**src/rtl/pc_sequencer_if.sv**
```systemverilog
// rtl/pc_sequencer_if.sv - PC sequencer control inputs and fetch/status outputs
interface pc_sequencer_if;
  logic        stall;
  logic        br_taken;
  logic [15:0] br_target;
  logic        jmp;
  logic [15:0] jmp_target;
  logic        exc;
  logic        halt;
  logic        resume;
  logic        imem_ready;
  logic [15:0] pc_out;
  logic        fetch_valid;
  logic        flush;
  logic [15:0] epc;
  logic [1:0]  state;

  modport slave (
    input  stall, br_taken, br_target, jmp, jmp_target, exc, halt, resume, imem_ready,
    output pc_out, fetch_valid, flush, epc, state
  );

  modport master (
    output stall, br_taken, br_target, jmp, jmp_target, exc, halt, resume, imem_ready,
    input  pc_out, fetch_valid, flush, epc, state
  );
endinterface

```
**src/rtl/pc_sequencer.sv**
```systemverilog
// rtl/pc_sequencer.sv - fetch PC sequencer with redirect, memory-wait and halt handling
module pc_sequencer #(
  parameter logic [15:0] RESET_PC = 16'h0000,
  parameter logic [15:0] EXC_VEC  = 16'h0100,
  parameter logic [15:0] INC      = 16'd2
) (
  input  logic          clk,
  input  logic          rst,
  pc_sequencer_if.slave bus
);

  typedef enum logic [1:0] {
    BOOT     = 2'b00,
    RUN      = 2'b01,
    WAIT_MEM = 2'b10,
    HALT     = 2'b11
  } state_t;

  state_t      state_q, state_d;
  logic [15:0] pc_q, pc_d;
  logic [15:0] epc_q, epc_d;
  logic        flush_q, flush_d;
  logic        pend_valid_q, pend_valid_d;
  logic [15:0] pend_target_q, pend_target_d;

  logic        redir;
  logic [15:0] redir_target;

  // Winning redirect this cycle: exception beats branch beats jump.
  always_comb begin
    redir        = bus.exc | bus.br_taken | bus.jmp;
    redir_target = bus.jmp_target;
    if (bus.exc) begin
      redir_target = EXC_VEC;
    end else if (bus.br_taken) begin
      redir_target = bus.br_target;
    end
  end

  // Next-state and datapath decisions; flush defaults low so it only pulses.
  always_comb begin
    state_d       = state_q;
    pc_d          = pc_q;
    epc_d         = epc_q;
    flush_d       = 1'b0;
    pend_valid_d  = pend_valid_q;
    pend_target_d = pend_target_q;

    case (state_q)
      BOOT: begin
        state_d = RUN;
      end

      RUN: begin
        if (redir) begin
          pc_d    = redir_target;
          flush_d = 1'b1;
          if (bus.exc) begin
            epc_d = pc_q;
          end
        end else if (bus.halt) begin
          state_d = HALT;
        end else if (bus.stall) begin
          pc_d = pc_q;
        end else if (!bus.imem_ready) begin
          state_d = WAIT_MEM;
        end else begin
          pc_d = pc_q + INC;
        end
      end

      WAIT_MEM: begin
        // The outstanding fetch at pc_q must complete, so redirects are parked.
        if (redir) begin
          flush_d       = 1'b1;
          pend_valid_d  = 1'b1;
          pend_target_d = redir_target;
          if (bus.exc) begin
            epc_d = pc_q;
          end
        end
        if (bus.imem_ready) begin
          state_d      = RUN;
          pend_valid_d = 1'b0;
          if (redir) begin
            pc_d = redir_target;
          end else if (pend_valid_q) begin
            pc_d = pend_target_q;
          end else begin
            pc_d = pc_q + INC;
          end
        end
      end

      HALT: begin
        if (bus.resume) begin
          state_d = RUN;
        end
      end

      default: begin
        state_d = BOOT;
      end
    endcase
  end

  // State and datapath registers, cleared asynchronously by rst.
  always_ff @(posedge clk or negedge rst) begin
    if (!rst) begin
      state_q       <= BOOT;
      pc_q          <= RESET_PC;
      epc_q         <= 16'h0000;
      flush_q       <= 1'b0;
      pend_valid_q  <= 1'b0;
      pend_target_q <= 16'h0000;
    end else begin
      state_q       <= state_d;
      pc_q          <= pc_d;
      epc_q         <= epc_d;
      flush_q       <= flush_d;
      pend_valid_q  <= pend_valid_d;
      pend_target_q <= pend_target_d;
    end
  end

  assign bus.pc_out      = pc_q;
  assign bus.epc         = epc_q;
  assign bus.flush       = flush_q;
  assign bus.state       = state_q;
  assign bus.fetch_valid = (state_q == RUN) || (state_q == WAIT_MEM);

endmodule

```
**src/flat_wrapper.sv**
```systemverilog
// flat-port wrapper written by rule: the top's interface ports become plain ports
module pc_sequencer_flat 
#(
  parameter logic [15:0] RESET_PC = 16'h0000,
  parameter logic [15:0] EXC_VEC  = 16'h0100,
  parameter logic [15:0] INC      = 16'd2
)
  (clk, rst, bus_stall, bus_br_taken, bus_br_target, bus_jmp, bus_jmp_target, bus_exc, bus_halt, bus_resume, bus_imem_ready, bus_pc_out, bus_fetch_valid, bus_flush, bus_epc, bus_state);
  pc_sequencer_if bus_i ();
  input  logic clk;
  input  logic rst;
  input wire logic [$bits(bus_i.stall)-1:0] bus_stall;
  input wire logic [$bits(bus_i.br_taken)-1:0] bus_br_taken;
  input wire logic [$bits(bus_i.br_target)-1:0] bus_br_target;
  input wire logic [$bits(bus_i.jmp)-1:0] bus_jmp;
  input wire logic [$bits(bus_i.jmp_target)-1:0] bus_jmp_target;
  input wire logic [$bits(bus_i.exc)-1:0] bus_exc;
  input wire logic [$bits(bus_i.halt)-1:0] bus_halt;
  input wire logic [$bits(bus_i.resume)-1:0] bus_resume;
  input wire logic [$bits(bus_i.imem_ready)-1:0] bus_imem_ready;
  output wire logic [$bits(bus_i.pc_out)-1:0] bus_pc_out;
  output wire logic [$bits(bus_i.fetch_valid)-1:0] bus_fetch_valid;
  output wire logic [$bits(bus_i.flush)-1:0] bus_flush;
  output wire logic [$bits(bus_i.epc)-1:0] bus_epc;
  output wire logic [$bits(bus_i.state)-1:0] bus_state;
  assign bus_i.stall = bus_stall;
  assign bus_i.br_taken = bus_br_taken;
  assign bus_i.br_target = bus_br_target;
  assign bus_i.jmp = bus_jmp;
  assign bus_i.jmp_target = bus_jmp_target;
  assign bus_i.exc = bus_exc;
  assign bus_i.halt = bus_halt;
  assign bus_i.resume = bus_resume;
  assign bus_i.imem_ready = bus_imem_ready;
  assign bus_pc_out = bus_i.pc_out;
  assign bus_fetch_valid = bus_i.fetch_valid;
  assign bus_flush = bus_i.flush;
  assign bus_epc = bus_i.epc;
  assign bus_state = bus_i.state;
  pc_sequencer #(.RESET_PC(RESET_PC), .EXC_VEC(EXC_VEC), .INC(INC)) u_core (.clk(clk), .rst(rst), .bus(bus_i));
endmodule
```
**config.mk**
```make
export PLATFORM = sky130hd
export DESIGN_NAME = pc_sequencer_flat
export DESIGN_NICKNAME = d
export VERILOG_FILES = /design/src/rtl/pc_sequencer_if.sv /design/src/rtl/pc_sequencer.sv /design/src/flat_wrapper.sv
export SDC_FILE = /design/constraint.sdc
export NUM_CORES = 1
export LEC_CHECK = 0
export CORE_MARGIN = 5
export CORE_UTILIZATION = 44
export CTS_CLUSTER_SIZE = 28
export DETAILED_ROUTE_END_ITERATION = 10
export GPL_ROUTABILITY_DRIVEN = 0
export PLACE_DENSITY = 0.76
export SLEW_MARGIN = 20
export SYNTH_ARGS = -nofsm -noshare
export SYNTH_HDL_FRONTEND = slang
export SYNTH_SLANG_ARGS = --single-unit
```
**constraint.sdc**
```tcl
create_clock -name clk -period 1.9 [get_ports clk]
set_input_delay 0.19 -clock clk [delete_from_list [all_inputs] [get_ports clk]]
set_output_delay 0.19 -clock clk [all_outputs]
set_load 0.005 [all_outputs]
```
# == After elaboration in Yosys (flattened, before gate mapping) ==
# Cells that the tools add are included.
# classes
addsub,1
n_mul,0
div,0
n_lt_le_gt_ge,0
eq_ne,11
shift,0
muxes,21
bitwise,2
n_reduce_logical,10
# ops
op,count
$mux 16,9
$pmux 16 s2,1
$add 16x2->16 const B,1
$mux 2,6
$reduce_and 5->1,2
$ne 3x2->1 const B,3
$pmux 2 s4,1
$ne 2x2->1 const B,3
$ne 3x3->1 const B,2
$eq 2x2->1 const B,2
$mux 1,4
$reduce_and 2->1,2
$reduce_bool 2->1,2
$reduce_and 3->1,1
$eq 2x1->1 const B,1
$logic_not 2->1,1
$or 1x1->1,2
$reduce_or 2->1,1
$logic_or 1x1->1,1
# totals
ff_bits,52
latch_bits,0
ram_bits,0
rom_bits,0
output_inout_bits,36
elab_cells,51
n_memories,0

# == Depth between registers and ports, before layout ==
# depth
ltp_word,6
ltp_mapped,9

# == Least setup slack after synthesis ==
# OpenSTA, ideal clock, no wires.
# synth_timing
path_kind,register to register
from,register u_core.state_q[0] (netlist: u_core.bus.state[0])
to,register u_core.pc_q[4] (netlist: u_core.bus.pc_out[4])
setup_time_ns,0.121
arrival_ns,1.858
setup_slack_ns,-0.079
path_stages_with_launch,10
path_buffers,2
period_less_slack_ns,1.979
cell_sequence,dfrtp_1 inv_1 ha_1 nor2b_1 or2_2 clkbuf_1 a21oi_4 buf_4 o21ai_0 o22a_1
# synth_between
elab_chain_cells,3
# synth_rtl
item,line_no,text
from (decl),pc_sequencer.sv:19,"state_t state_q, state_d;"
from (signal assigned),pc_sequencer.sv:117,state_q <= state_d;
$eq 2x1->1 / $eq 2x2->1 (equally long branches),pc_sequencer.sv:49,case (state_q)
$ne 3x2->1 (no line) (tied with other cells),-,
$reduce_and 5->1 (no line),-,
to (signal assigned),pc_sequencer.sv:118,pc_q <= pc_d;
to (decl),pc_sequencer.sv:20,"logic [15:0] pc_q, pc_d;"
# Parallel ways exist; a longest one is shown, timed or not.
# A chain may end at the register's enable or synchronous reset.

# == Worst setup path in the final report ==
# layout_timing
from,register u_core.state_q[0] (netlist: u_core.bus.state[0])
to,register u_core.state_q[0] (netlist: u_core.bus.state[0])
# layout_between
elab_chain_cells,3
# layout_rtl
item,line_no
$eq 2x1->1 / $eq 2x2->1 (equally long branches),pc_sequencer.sv:49
$ne 3x3->1 (no line) / $ne 2x2->1 (equally long branches),-
$reduce_and 5->1 (no line),-
# Parallel ways exist; a longest one is shown, timed or not.

==> impl_metrics.sql <==
INSERT INTO impl_metrics (metric_group, metric, value, unit) VALUES
('run_status', 'status', 'finished clean', ''),
('grt', 'overflow', '0', ''),
('sta', 'finalMaxSlewViolations', '0', ''),
('power', 'static-leakage-power', '1.85', 'nW'),
('cts', 'clock_sink_count', '52', ''),
('critical_path', 'critical-path-slowest-cell', 'sky130_fd_sc_hd__dfrtp_1', ''),
('critical_path', 'depth_of_the_worst_register_to_register_path', '7', ''),
('sta', 'finalCriticalPeriod', '1.83', 'ns'),
('floorplanning', 'design.core.area', '6680', 'um2'),
('critical_path', 'path_max_fanout', '5', ''),
('sta', 'hold_fails_final_rpt', '0', ''),
('yosys', 'postSynth.topFlopCell', 'sky130_fd_sc_hd__dfrtp_1', ''),
('placed_design', 'place_area', '4090', 'um2'),
('sta', 'post-route-period-util', '96.1', '%'),
('layout', 'post_layout_nonfiller_instances', '495', ''),
('critical_path', 'crit_cells', '7', ''),
('cts', 'cts_root_buffer', 'sky130_fd_sc_hd__clkbuf_8', ''),
('cts', 'clock_latency', '0.31', 'ns'),
('layout', 'fraction_of_layout_cells_with_a_size_suffix_above_1', '21.2', '%'),
('placed_design', 'dp.cells', '484', ''),
('yosys', 'netlist_area', '2970', 'um2'),
('critical_path', 'worst-endpoint-required', '2.09', 'ns'),
('layout', 'nets', '459', ''),
('critical_path', 'worstSetupStartpoint', 'u_core.bus.state[0]$_DFFE_PN0P_', ''),
('placed_design', 'place_hpwl', '6150', 'um'),
('yosys', 'synth.distinct_cells', '51', ''),
('cts', 'cts_h_tree_depth', '2', ''),
('floorplanning', 'dieArea', '8490', 'um2'),
('placed_design', 'numPortBuffers', '76', ''),
('sta', 'max_clock_freq', '548', 'MHz'),
('power', 'cellPowerDensity', '1300', 'nW/um2'),
('layout', 'layout.cell_area.non_filler', '4240', 'um2'),
('yosys', 'syn-mean-instance-area', '9.77', 'um2'),
('cts', 'path_clk_slew', '0.09', 'ns'),
('yosys', 'synthesis.instances', '304', ''),
('floorplanning', 'initial_core_util', '44.4', '%'),
('yosys', 'yosysWarningCount', '0', ''),
('critical_path', 'path_cells', 'buf_4, ha_2, nor2b_1, a221o_1, o31a_1, o22ai_1, a22oi_1', ''),
('sta', 'timing.final.setup_violations', '0', ''),
('detailed_routing', 'detail_route.iter0.violations', '211', ''),
('layout', 'fillCellCount', '544', ''),
('detailed_routing', 'routed_via_density', '5.78', ''),
('grt', 'initial_antenna_violation_count', '0', ''),
('grt', 'grt_first_pass_wirelength', '13100', 'um'),
('detailed_routing', 'antenna_violating_nets_post_route', '0', ''),
('cts', 'numCtsBuffers', '5', ''),
('yosys', 'synth_edf_count', '0', ''),
('cts', 'cts_tree', 'yes', ''),
('grt', 'grtUsageTotal', '19.0', '%'),
('floorplanning', 'die_extent_in_y', '92.1', 'um'),
('critical_path', 'critical_path.top_delay_family', 'compound AO/OA/AOI/OAI gates', ''),
('floorplanning', 'fp-row-count', '30', ''),
('sta', 'grt_setup_unrepaired', 'no', ''),
('job', 'maxCapViolCount', '0', ''),
('floorplanning', 'ioPinCount', '77', ''),
('yosys', 'ys_ff_latch', '52', ''),
('sta', 'fin_hold_ws', '0.412', 'ns'),
('grt', 'number_of_global_route_vias_before_repair', '2735', ''),
('cts', 'max-clock-path-buffers', '2', ''),
('detailed_routing', 'vias', '2860', ''),
('sta', 'tightest_pin_transition', '0.597', 'ns'),
('critical_path', 'critPathCaptureType', 'flip-flop', ''),
('critical_path', 'r2r_path_start', 'u_core.bus.state[0]$_DFFE_PN0P_', ''),
('layout', 'areaGrowthSynthToFinish', '42.9', '%'),
('floorplanning', 'floorplan_die_width', '92.1', 'um'),
('layout', 'multi_input_area', '1560', 'um2'),
('yosys', 'synth.net_count', '349', ''),
('worst_hold_path', 'min_path_type', 'in -> async', ''),
('layout', 'num_antenna_cells', '0', ''),
('critical_path', 'cp_data_arrival_time', '2.02', 'ns'),
('layout', 'regArea', '1300', 'um2'),
('critical_path', 'critPathLaunchType', 'flip-flop', ''),
('detailed_routing', 'totalWireLength', '7930', 'um'),
('sta', 'fin_worst_skew', '0.00329', 'ns'),
('detailed_routing', 'routedWlPerCell', '16.0', 'um'),
('yosys', 'ys_seq_area_share', '43.8', '%'),
('detailed_routing', 'drcViolationCount', '0', ''),
('critical_path', 'type_of_the_worst_setup_path', 'reg -> reg', ''),
('sta', 'maxSlewHeadroom', '60.2', '%'),
('yosys', 'synthArstFlopShare', '100', '%'),
('critical_path', 'crit_path_max_incr_delay', '0.40', 'ns'),
('grt', 'grt_max_degree', '30', ''),
('power', 'peakVddDrop', '0.520', 'mV'),
('critical_path', 'worstPathBufferInverterCount', '1', ''),
('detailed_routing', 'drt_first_pass_iters', '5', '');
-- stage by stage --
| stage | total power, mW | TNS [ns] | util [%] | setup WS [ns] |
|---|---|---|---|---|
| 2_1_floorplan | 3.26 | 0 | - | 0.00855 |
| 3_3_place_gp | 4.66 | -0.236 | 61.2 | -0.0607 |
| 3_5_place_dp | 4.74 | -0.857 | 61.2 | -0.123 |
| 4_1_cts | 5.48 | 0 | 63.1 | 0.0118 |
| 5_1_grt | 5.88 | 0 | 63.5 | 0.00140 |
| 6_report | 5.52 | 0 | 63.5 | 0.0747 |
-- report_power, final --
part	total, mW	switching [mW]	leakage [nW]	internal [mW]
clock	0.661	0.364	0.0445	0.297
combinational	2.94	1.22	1.14	1.72
sequential	1.92	0.330	0.662	1.59
total	5.52	1.92	1.85	3.60
-- registers in the layout (all words and copies together) (netlist names) --
signal and flops:
u_core.bus.pc_out 16, u_core.bus.flush 1, u_core.pend_target_q 16, u_core.bus.state 2, u_core.bus.epc 16, u_core.pend_valid_q 1
-- placed cells by master, fill, tap and decap left out, types with 5 or more instances in the layout --
cell type / Yosys / final
sky130_fd_sc_hd__mux2_2: 21 / 21
sky130_fd_sc_hd__buf_4: 1 / 42
sky130_fd_sc_hd__inv_1: 6 / 6
sky130_fd_sc_hd__nor2b_1: 5 / 5
sky130_fd_sc_hd__nor3_1: 12 / 12
sky130_fd_sc_hd__o21a_1: 5 / 5
sky130_fd_sc_hd__o21ai_0: 18 / 18
sky130_fd_sc_hd__a22oi_1: 7 / 7
sky130_fd_sc_hd__nand2_1: 30 / 30
sky130_fd_sc_hd__mux2i_1: 14 / 14
sky130_fd_sc_hd__a21oi_1: 16 / 16
sky130_fd_sc_hd__clkbuf_8: 0 / 6
sky130_fd_sc_hd__clkdlybuf4s50_1: 0 / 75
sky130_fd_sc_hd__nand3_1: 11 / 11
sky130_fd_sc_hd__dfrtp_1: 52 / 51
sky130_fd_sc_hd__o31ai_1: 9 / 9
sky130_fd_sc_hd__nor2_1: 20 / 19
-- worst reg2reg max path: stages (launching register included) --
cell                      delay [ns]
sky130_fd_sc_hd__dfrtp_1        0.40
sky130_fd_sc_hd__buf_4          0.16
sky130_fd_sc_hd__ha_2           0.21
sky130_fd_sc_hd__nor2b_1        0.14
sky130_fd_sc_hd__a221o_1        0.34
sky130_fd_sc_hd__o31a_1         0.26
sky130_fd_sc_hd__o22ai_1        0.10
sky130_fd_sc_hd__a22oi_1        0.10
-- cells in the mapped netlist (3+ instances only) --
cell	count	share of area, %
sky130_fd_sc_hd__dfrtp_1	52	44
sky130_fd_sc_hd__nand2_1	30	3.8
sky130_fd_sc_hd__mux2_2	21	8.0
sky130_fd_sc_hd__nor2_1	20	2.5
sky130_fd_sc_hd__o21ai_0	18	3.0
sky130_fd_sc_hd__a21oi_1	16	2.7
sky130_fd_sc_hd__mux2i_1	14	4.7
sky130_fd_sc_hd__nor3_1	12	2.0
sky130_fd_sc_hd__nand3_1	11	1.9
sky130_fd_sc_hd__buf_2	9	1.5
sky130_fd_sc_hd__o31ai_1	9	2.3
sky130_fd_sc_hd__a22oi_1	7	1.8
sky130_fd_sc_hd__clkbuf_1	7	0.89
sky130_fd_sc_hd__inv_1	6	0.76
sky130_fd_sc_hd__nor2b_1	5	1.1
sky130_fd_sc_hd__o21a_1	5	1.3
sky130_fd_sc_hd__a211oi_1	4	1.0
sky130_fd_sc_hd__and3_1	4	0.84
sky130_fd_sc_hd__ha_1	4	1.7
sky130_fd_sc_hd__o22a_1	4	1.2
sky130_fd_sc_hd__o32a_1	4	1.3
sky130_fd_sc_hd__a31oi_1	3	0.63
sky130_fd_sc_hd__xnor2_1	3	0.89
-- worst paths after layout --
kind	endpoint	slack [ns]
worst max-delay path	u_core.bus.state[0]$_DFFE_PN0P_	0.07
worst min-delay path	u_core.pend_target_q[5]$_DFFE_PN0P_	0.41
worst max register to register	u_core.bus.state[0]$_DFFE_PN0P_	0.07
worst min register to register	u_core.pend_target_q[4]$_DFFE_PN0P_	0.48
max in group asynchronous	u_core.bus.pc_out[10]$_DFFE_PN0P_	0.94
min in group clk	u_core.pend_target_q[4]$_DFFE_PN0P_	0.48
-- kinds of logic after synthesis --
kind of cell | share of synthesized area (%)
and+or+nand+nor | 16.0
buffers and inverters | 4.30
DFF | 43.8
muxes | 12.7
AOI/OAI and AO/OA | 20.0
xor gates and xnor gates | 1.48
adders and majority gates | 1.69
-- cell type report --
type                    count  area share (%)
inverters                   6           0.531
repair buffers            123            27.4
flip-flops and latches     52            30.7
multi-input cells         226            36.9
clock inverters             1           0.177
clock buffers               7            2.03
well taps                  80            2.36
-- what timing repair did --
item / in CTS / in global routing
hold endpoints to repair: 23 / 0
setup endpoints to repair: 3 / 6
resized for setup: 0 / 5
setup buffers: 1 / 1
pin swaps: 0 / 2
hold buffers: 1 / 0
-- metal layers --
metal | vias to the layer above | wire length, um | track usage, %
li1 | 1341 | - | -
met1 | 1377 | 3480 | 25.8
met4 | 0 | 99 | 5.20
met5 | - | 0 | 0
met3 | 9 | 611 | 3.69
met2 | 133 | 3740 | 31.1
Power figures use the tool's default switching activity.
